<file path="src/rtl/yuv2rgb_if.sv">
// ---------------------------------------------------------------------------
// yuv2rgb_if
// Pixel request/result bundle for the sequential YUV-to-RGB converter.
//   start      : conversion request, sampled only while the converter is idle
//   inportY    : luma, unsigned BITS-wide
//   inportU/V  : chroma, two's complement BITS-wide
//   outportR/G/B : clamped 0..255 colour components on BITS-wide ports
//   busy       : high while a conversion is in flight
//   done       : one-cycle pulse when outportR/G/B carry a fresh result
// The master drives requests (pixel source); the slave is the converter.
// ---------------------------------------------------------------------------
interface yuv2rgb_if #(
  parameter int BITS = 9
);
  logic            start;
  logic [BITS-1:0] inportY;
  logic [BITS-1:0] inportU;
  logic [BITS-1:0] inportV;
  logic [BITS-1:0] outportR;
  logic [BITS-1:0] outportG;
  logic [BITS-1:0] outportB;
  logic            busy;
  logic            done;

  modport master (
    output start, inportY, inportU, inportV,
    input  outportR, outportG, outportB, busy, done
  );

  modport slave (
    input  start, inportY, inportU, inportV,
    output outportR, outportG, outportB, busy, done
  );
endinterface

</file>
<file path="src/rtl/yuv2rgb_seq.sv">
// ---------------------------------------------------------------------------
// yuv2rgb_seq
// Sequential inverse colour-space converter (YUV -> RGB). A start request in
// IDLE captures one pixel; four multiply states share a single signed
// multiplier to form the chroma products, and a final SUM state rounds,
// clamps and registers R/G/B while pulsing done. One pixel per 6 cycles.
//
// Ports:
//   clk  : system clock, rising edge
//   rst  : asynchronous, active-high reset (discards any in-flight pixel)
//   bus  : yuv2rgb_if slave modport
//            start, inportY (unsigned), inportU/inportV (signed)  -> inputs
//            outportR/G/B (0..255), busy, done                     -> outputs
// ---------------------------------------------------------------------------
module yuv2rgb_seq #(
  parameter int BITS = 9,
  parameter int FRAC = 8,
  parameter int C_RV = 292,
  parameter int C_GU = 101,
  parameter int C_GV = 149,
  parameter int C_BU = 520
) (
  input  logic       clk,
  input  logic       rst,
  yuv2rgb_if.slave   bus
);

  // 20-bit signed accumulator holds (Y<<8) plus/minus any chroma product.
  localparam int ACC_W = 20;
  // Coefficients are unsigned but fed to a signed multiplier, so one spare
  // bit keeps the largest (520) positive.
  localparam int CW    = 12;

  localparam logic signed [ACC_W-1:0] HALF = ACC_W'(1 << (FRAC-1));
  localparam logic signed [ACC_W-1:0] MAXV = ACC_W'(255);

  typedef enum logic [2:0] {
    IDLE = 3'd0,
    MUL0 = 3'd1,
    MUL1 = 3'd2,
    MUL2 = 3'd3,
    MUL3 = 3'd4,
    SUM  = 3'd5
  } state_t;

  state_t state, state_nxt;
  logic   latch_en;

  // Captured pixel
  logic        [BITS-1:0]  y_p0;
  logic signed [BITS-1:0]  u_p0;
  logic signed [BITS-1:0]  v_p0;

  // Chroma products
  logic signed [ACC_W-1:0] prod_rv_p1;
  logic signed [ACC_W-1:0] prod_gu_p1;
  logic signed [ACC_W-1:0] prod_gv_p1;
  logic signed [ACC_W-1:0] prod_bu_p1;

  // Registered results
  logic        [BITS-1:0]  r_p2;
  logic        [BITS-1:0]  g_p2;
  logic        [BITS-1:0]  b_p2;
  logic                    vld_p2;

  // Shared multiplier operands
  logic signed [CW-1:0]    mul_coef;
  logic signed [BITS-1:0]  mul_op;
  logic signed [ACC_W-1:0] coef_x;
  logic signed [ACC_W-1:0] op_x;
  logic signed [ACC_W-1:0] mul_prod;

  // SUM-state arithmetic
  logic signed [ACC_W-1:0] y_s;
  logic signed [ACC_W-1:0] r_raw;
  logic signed [ACC_W-1:0] g_raw;
  logic signed [ACC_W-1:0] b_raw;
  logic        [BITS-1:0]  r_sat;
  logic        [BITS-1:0]  g_sat;
  logic        [BITS-1:0]  b_sat;

  // Round half-up, then arithmetic shift right by FRAC (floor for negatives).
  function automatic logic signed [ACC_W-1:0] round_shift(
    input logic signed [ACC_W-1:0] x
  );
    return (x + HALF) >>> FRAC;
  endfunction

  // Clamp a signed value into 0..255 on a BITS-wide unsigned port.
  function automatic logic [BITS-1:0] sat_u8(
    input logic signed [ACC_W-1:0] x
  );
    if (x[ACC_W-1])
      return '0;
    if (x > MAXV)
      return BITS'(MAXV);
    return BITS'(x);
  endfunction

  // ---------------------------------------------------------------------
  // Controller
  // ---------------------------------------------------------------------
  always_ff @(posedge clk or posedge rst) begin
    if (rst)
      state <= IDLE;
    else
      state <= state_nxt;
  end

  always_comb begin
    state_nxt = state;
    latch_en  = 1'b0;
    case (state)
      IDLE: begin
        if (bus.start) begin
          latch_en  = 1'b1;
          state_nxt = MUL0;
        end
      end
      MUL0:    state_nxt = MUL1;
      MUL1:    state_nxt = MUL2;
      MUL2:    state_nxt = MUL3;
      MUL3:    state_nxt = SUM;
      SUM:     state_nxt = IDLE;
      default: state_nxt = IDLE;
    endcase
  end

  // Operand selection for the single multiplier: one product per MUL state.
  always_comb begin
    mul_coef = '0;
    mul_op   = '0;
    case (state)
      MUL0: begin
        mul_coef = CW'(C_RV);
        mul_op   = v_p0;
      end
      MUL1: begin
        mul_coef = CW'(C_GU);
        mul_op   = u_p0;
      end
      MUL2: begin
        mul_coef = CW'(C_GV);
        mul_op   = v_p0;
      end
      MUL3: begin
        mul_coef = CW'(C_BU);
        mul_op   = u_p0;
      end
      default: begin
        mul_coef = '0;
        mul_op   = '0;
      end
    endcase
  end

  assign coef_x   = ACC_W'(mul_coef);
  assign op_x     = ACC_W'(mul_op);
  assign mul_prod = coef_x * op_x;

  // ---------------------------------------------------------------------
  // Stage p0: pixel capture on an accepted start
  // ---------------------------------------------------------------------
  always_ff @(posedge clk or posedge rst) begin
    if (rst) begin
      y_p0 <= '0;
      u_p0 <= '0;
      v_p0 <= '0;
    end else if (latch_en) begin
      y_p0 <= bus.inportY;
      u_p0 <= $signed(bus.inportU);
      v_p0 <= $signed(bus.inportV);
    end
  end

  // ---------------------------------------------------------------------
  // Stage p1: chroma products, one per MUL state
  // ---------------------------------------------------------------------
  always_ff @(posedge clk or posedge rst) begin
    if (rst) begin
      prod_rv_p1 <= '0;
      prod_gu_p1 <= '0;
      prod_gv_p1 <= '0;
      prod_bu_p1 <= '0;
    end else begin
      case (state)
        MUL0:    prod_rv_p1 <= mul_prod;
        MUL1:    prod_gu_p1 <= mul_prod;
        MUL2:    prod_gv_p1 <= mul_prod;
        MUL3:    prod_bu_p1 <= mul_prod;
        default: ;
      endcase
    end
  end

  // Luma is unsigned over all BITS, so zero-extend before scaling.
  assign y_s   = $signed(ACC_W'(y_p0)) <<< FRAC;
  assign r_raw = y_s + prod_rv_p1;
  assign g_raw = y_s - prod_gu_p1 - prod_gv_p1;
  assign b_raw = y_s + prod_bu_p1;

  assign r_sat = sat_u8(round_shift(r_raw));
  assign g_sat = sat_u8(round_shift(g_raw));
  assign b_sat = sat_u8(round_shift(b_raw));

  // ---------------------------------------------------------------------
  // Stage p2: result registers, loaded only in SUM so they never show
  // partial sums and hold their value between done pulses
  // ---------------------------------------------------------------------
  always_ff @(posedge clk or posedge rst) begin
    if (rst) begin
      r_p2   <= '0;
      g_p2   <= '0;
      b_p2   <= '0;
      vld_p2 <= 1'b0;
    end else begin
      vld_p2 <= (state == SUM);
      if (state == SUM) begin
        r_p2 <= r_sat;
        g_p2 <= g_sat;
        b_p2 <= b_sat;
      end
    end
  end

  assign bus.outportR = r_p2;
  assign bus.outportG = g_p2;
  assign bus.outportB = b_p2;
  assign bus.done     = vld_p2;
  assign bus.busy     = (state != IDLE);

endmodule

</file>
<file path="src/flat_wrapper.sv">
// flat-port wrapper written by rule: the top's interface ports become plain ports
module yuv2rgb_seq_flat 
#(
  parameter int BITS = 9,
  parameter int FRAC = 8,
  parameter int C_RV = 292,
  parameter int C_GU = 101,
  parameter int C_GV = 149,
  parameter int C_BU = 520
)
  (clk, rst, bus_start, bus_inportY, bus_inportU, bus_inportV, bus_outportR, bus_outportG, bus_outportB, bus_busy, bus_done);
  yuv2rgb_if #(.BITS(BITS)) bus_i ();
  input  logic clk;
  input  logic rst;
  input wire logic [$bits(bus_i.start)-1:0] bus_start;
  input wire logic [$bits(bus_i.inportY)-1:0] bus_inportY;
  input wire logic [$bits(bus_i.inportU)-1:0] bus_inportU;
  input wire logic [$bits(bus_i.inportV)-1:0] bus_inportV;
  output wire logic [$bits(bus_i.outportR)-1:0] bus_outportR;
  output wire logic [$bits(bus_i.outportG)-1:0] bus_outportG;
  output wire logic [$bits(bus_i.outportB)-1:0] bus_outportB;
  output wire logic [$bits(bus_i.busy)-1:0] bus_busy;
  output wire logic [$bits(bus_i.done)-1:0] bus_done;
  assign bus_i.start = bus_start;
  assign bus_i.inportY = bus_inportY;
  assign bus_i.inportU = bus_inportU;
  assign bus_i.inportV = bus_inportV;
  assign bus_outportR = bus_i.outportR;
  assign bus_outportG = bus_i.outportG;
  assign bus_outportB = bus_i.outportB;
  assign bus_busy = bus_i.busy;
  assign bus_done = bus_i.done;
  yuv2rgb_seq #(.BITS(BITS), .FRAC(FRAC), .C_RV(C_RV), .C_GU(C_GU), .C_GV(C_GV), .C_BU(C_BU)) u_core (.clk(clk), .rst(rst), .bus(bus_i));
endmodule
</file>
<file path="config.mk">
export PLATFORM = sky130hd
export DESIGN_NAME = yuv2rgb_seq_flat
export DESIGN_NICKNAME = d
export VERILOG_FILES = /design/src/rtl/yuv2rgb_if.sv /design/src/rtl/yuv2rgb_seq.sv /design/src/flat_wrapper.sv
export SDC_FILE = /design/constraint.sdc
export NUM_CORES = 1
export LEC_CHECK = 0
export BUFFER_PORTS_ARGS = -buffer_cell sky130_fd_sc_hd__buf_2
export CORE_UTILIZATION = 35
export CTS_CLUSTER_DIAMETER = 200
export DETAILED_ROUTE_END_ITERATION = 8
export PLACE_DENSITY_LB_ADDON = 0.3
export RECOVER_POWER = 25
export SYNTH_ARGS = -nofsm -noshare
export SYNTH_HDL_FRONTEND = slang
export SYNTH_SLANG_ARGS = --single-unit
</file>
<file path="constraint.sdc">
create_clock -name clk -period 7.1 [get_ports clk]
set_input_delay 1.775 -clock clk [delete_from_list [all_inputs] [get_ports clk]]
set_output_delay 1.775 -clock clk [all_outputs]
set_load 0.02 [all_outputs]
</file>
==> impl_metrics.toml <==
[die]
row_count = 59
dieArea_sq_um = 27300
die_w_microns = 165
num_io_pins = 59
coreArea_sq_um = 26100
die_y_microns = 165
start_util_pct = 35.7

[global_route]
grt_pass1_wl_microns = 35400
grt_pass1_vias = 6885
grt_use_met3_pct = 3.55
grt_antenna_before_repair = 0
track_usage_pct = 16.9
grt_max_degree = 65
grt_overflow = 0
grtUsageMet1_pct = 22.9
met2_usage_pct = 27.4
gr-max-usage-layer = "met2"

[synth]
synthFlopType = "dfrtp_1"
async_flop_share_pct = 100
ys_types = 60
synthCells = 962
netlist_area_sq_um = 9330
ys_ff_latch = 124
avgSynthCellArea_sq_um = 9.70
yosysWarnings = 0
synth_edf_count = 0
yosysSeqAreaShare_pct = 33.3
synth_nets = 1152

[routing]
vias = 6838
antenna_left = 0
drc_errors = 6
first_pass_iters = 8
drt-total-wl_microns = 21400
wl_per_cell_microns = 15.6
drt_iter0_markers = 460
via_per_inst = 4.99

[placed_design]
pre_cts_ws_ns = 0.536
gp_congestion = 0.885
dp.cells = 1339
numPortBuffers = 58
hpwl_microns = 16100

[worst_setup_path]
critPathSlowestCell = "dfrtp_1"
crit_start = "u_core.state[2]"
cp_data_arrival_time_ns = 6.90
r2r_cells = 21
r2r-start = "u_core.state[2]"
rr_endpoint = "u_core.prod_bu_p1[19]"
end_kind = "flip-flop"
crit_required_ns = 7.38
endpoint = "u_core.prod_bu_p1[19]"
slowest_delay_ns = 0.59
r2r_slack_ns = 0.48
crit_top_cell = "fa_1"
critPathLaunchType = "flip-flop"
path_cells = "inv_1 -> nor3_1 -> nand2_1 -> o21ai_0 -> nand2_1 -> fa_1 -> inv_1 -> fa_1 -> fa_1 -> fa_1 -> inv_1 -> fa_1 -> inv_1 -> ha_1 -> a21oi_1 -> o21ai_0 -> o41ai_2 -> o2111ai_1 -> a41oi_1 -> xnor2_1 -> o21ai_0"
worstPathMaxFanout = 13
worstSetupPathType = "flip-flop to flip-flop"

[final_layout]
antenna_cells = 0
drive_gt1_share_pct = 14.9
final_cell_count_no_fill = 1371
syn2layout_area_growth_pct = 14.0
final_nets = 1213
nFillCells = 2614
fin_util_pct = 40.7
register_area_sq_um = 3100
multi_input_area_sq_um = 5670

[timing]
worst_slack_ns = 0.481
min_period_ns = 6.62
grt_setup_unrepaired = "no"
fmax_mhz = 151
setup_viol = 0
slew_headroom_pct = -88.4
hold_viol = 0
min_period_over_period_pct = 93.2
slew_viol_final = 92
skew_ns = 0.0119
timing.setup.tns_ns = 0
tightestPinTransition_ns = 2.81

[clock_tree]
ctsResizeCount = 0
clockBufferDepth = 2
clk_pin_slew_ns = 0.07
cts_root_buf = "clkbuf_16"
cts_tree = "yes"
post_cts_buffers = 0
cts_hold_buf = 0
cts_buffers = 17
cts_num_sinks = 124
insertion_delay_ns = 0.43
htree_levels = 4

[min_path]
hp-class = "flip-flop to flip-flop"

[run]
cap_violations = 2

[status]
violations = "design-rule violations, max-capacitance violations, max-slew violations"
outcome = "complete, but fails checks"
## cells by family after synthesis
logic type	share of synthesized area [%]
buffers and inverters	5.93
and+or+nand+nor	13.7
muxes	3.47
adders and majority gates	26.4
DFF	33.3
AOI/OAI and AO/OA	13.7
xor gates and xnor gates	3.57
## cell usage after synthesis (3+ instances only)
| cell | n | area share, % |
|---|---|---|
| dfrtp_1 | 124 | 33 |
| nand2_1 | 120 | 4.8 |
| inv_1 | 118 | 4.7 |
| ha_1 | 99 | 13 |
| o21ai_0 | 68 | 3.6 |
| nor2_1 | 64 | 2.6 |
| fa_1 | 61 | 13 |
| a21oi_1 | 39 | 2.1 |
| mux2_2 | 27 | 3.3 |
| clkbuf_1 | 26 | 1.0 |
| nor3_1 | 26 | 1.4 |
| xnor2_1 | 25 | 2.3 |
| xor2_1 | 13 | 1.2 |
| nand2b_1 | 11 | 0.74 |
| nand3_1 | 11 | 0.59 |
| nor4_1 | 10 | 0.67 |
| o221a_2 | 9 | 1.1 |
| a21o_1 | 8 | 0.64 |
| o221a_1 | 8 | 0.97 |
| a22oi_1 | 7 | 0.56 |
| and2_1 | 7 | 0.47 |
| o21bai_1 | 7 | 0.56 |
| nor2b_1 | 6 | 0.40 |
| and3_1 | 5 | 0.34 |
| nand4_1 | 5 | 0.34 |
| or2_2 | 5 | 0.34 |
| a31oi_1 | 3 | 0.20 |
| a41oi_1 | 3 | 0.28 |
| o2111ai_1 | 3 | 0.28 |
| o21a_1 | 3 | 0.24 |
## how the worst min path moves through the flow
stage                                      start                      to  slack (ns)  cells past startpoint
final                     u_core.bus.outportR[8]  u_core.bus.outportR[8]        0.48                      1
after global placement    u_core.bus.outportB[8]  u_core.bus.outportB[8]        0.46                      1
after CTS                 u_core.bus.outportR[8]  u_core.bus.outportR[8]        0.48                      1
after floorplan             u_core.prod_gu_p1[0]    u_core.prod_gu_p1[0]        0.45                      2
after global routing       u_core.prod_gu_p1[18]   u_core.prod_gu_p1[18]        0.50                      2
after detailed placement  u_core.bus.outportG[8]  u_core.bus.outportG[8]        0.47                      1
## critical path, delay by kind of cell, from the launching register on
family | cells | cell delay [ns]
XOR/XNOR | 1 | 0.23
buffers and inverters | 4 | 0.37
AND/OR/NAND/NOR | 3 | 0.73
adder cells (fa/ha/maj) | 6 | 2.85
AO/OA/AOI/OAI | 7 | 1.68
flip-flops | 1 | 0.59
## stage by stage
| stage | instance area (sq um) | hold slack, ns |
|---|---|---|
| 6_report | 10600 | 0.475 |
| 5_1_grt | 10600 | 0.497 |
| 4_1_cts | 10600 | 0.484 |
| 3_5_place_dp | 10000 | 0.465 |
| 3_3_place_gp | 10000 | 0.463 |
| 2_1_floorplan | 9330 | 0.448 |
## final cells by class
cell class | count | share of cell area, %
repair buffers | 71 | 3.57
flip-flops and latches | 124 | 29.2
multi-input cells | 691 | 53.4
inverters | 118 | 4.18
clock inverters | 14 | 1.74
well taps | 335 | 3.94
clock buffers | 18 | 4.04
## flip-flops by register name, indices dropped and copies added, names as in the netlist
| register | cells |
|---|---|
| u_core.prod_gu_p1 | 20 |
| u_core.prod_gv_p1 | 20 |
| u_core.prod_bu_p1 | 13 |
| u_core.prod_rv_p1 | 13 |
| u_core.bus.outportB | 9 |
| u_core.bus.outportG | 9 |
| u_core.bus.outportR | 9 |
| u_core.u_p0 | 9 |
| u_core.v_p0 | 9 |
| u_core.y_p0 | 9 |
| u_core.state | 3 |
| u_core.bus.done | 1 |
## layout by cell type, fill, tap and decap left out, types with 9 or more instances in the layout
cell type,n
nand2b_1,11
buf_2,57
xor2_1,13
nor4_1,10
fa_1,61
o21ai_0,68
o221a_2,9
a21oi_1,39
clkbuf_16,17
nor2_1,64
nand3_1,11
buf_4,11
mux2_2,27
ha_1,99
dfrtp_1,124
nand2_1,120
xnor2_1,25
inv_1,117
nor3_1,26
## per-layer routing
| layer | share of wire, % | routed length, microns | vias up |
|---|---|---|---|
| li1 | - | - | 3397 |
| met1 | 49 | 10400 | 3265 |
| met2 | 45 | 9720 | 152 |
| met3 | 4.6 | 989 | 24 |
| met4 | 1.4 | 293 | 0 |
| met5 | 0 | 0 | - |
Power is not shown: default switching activity piles up to over one toggle a cycle in this logic, so the estimate is an artifact.
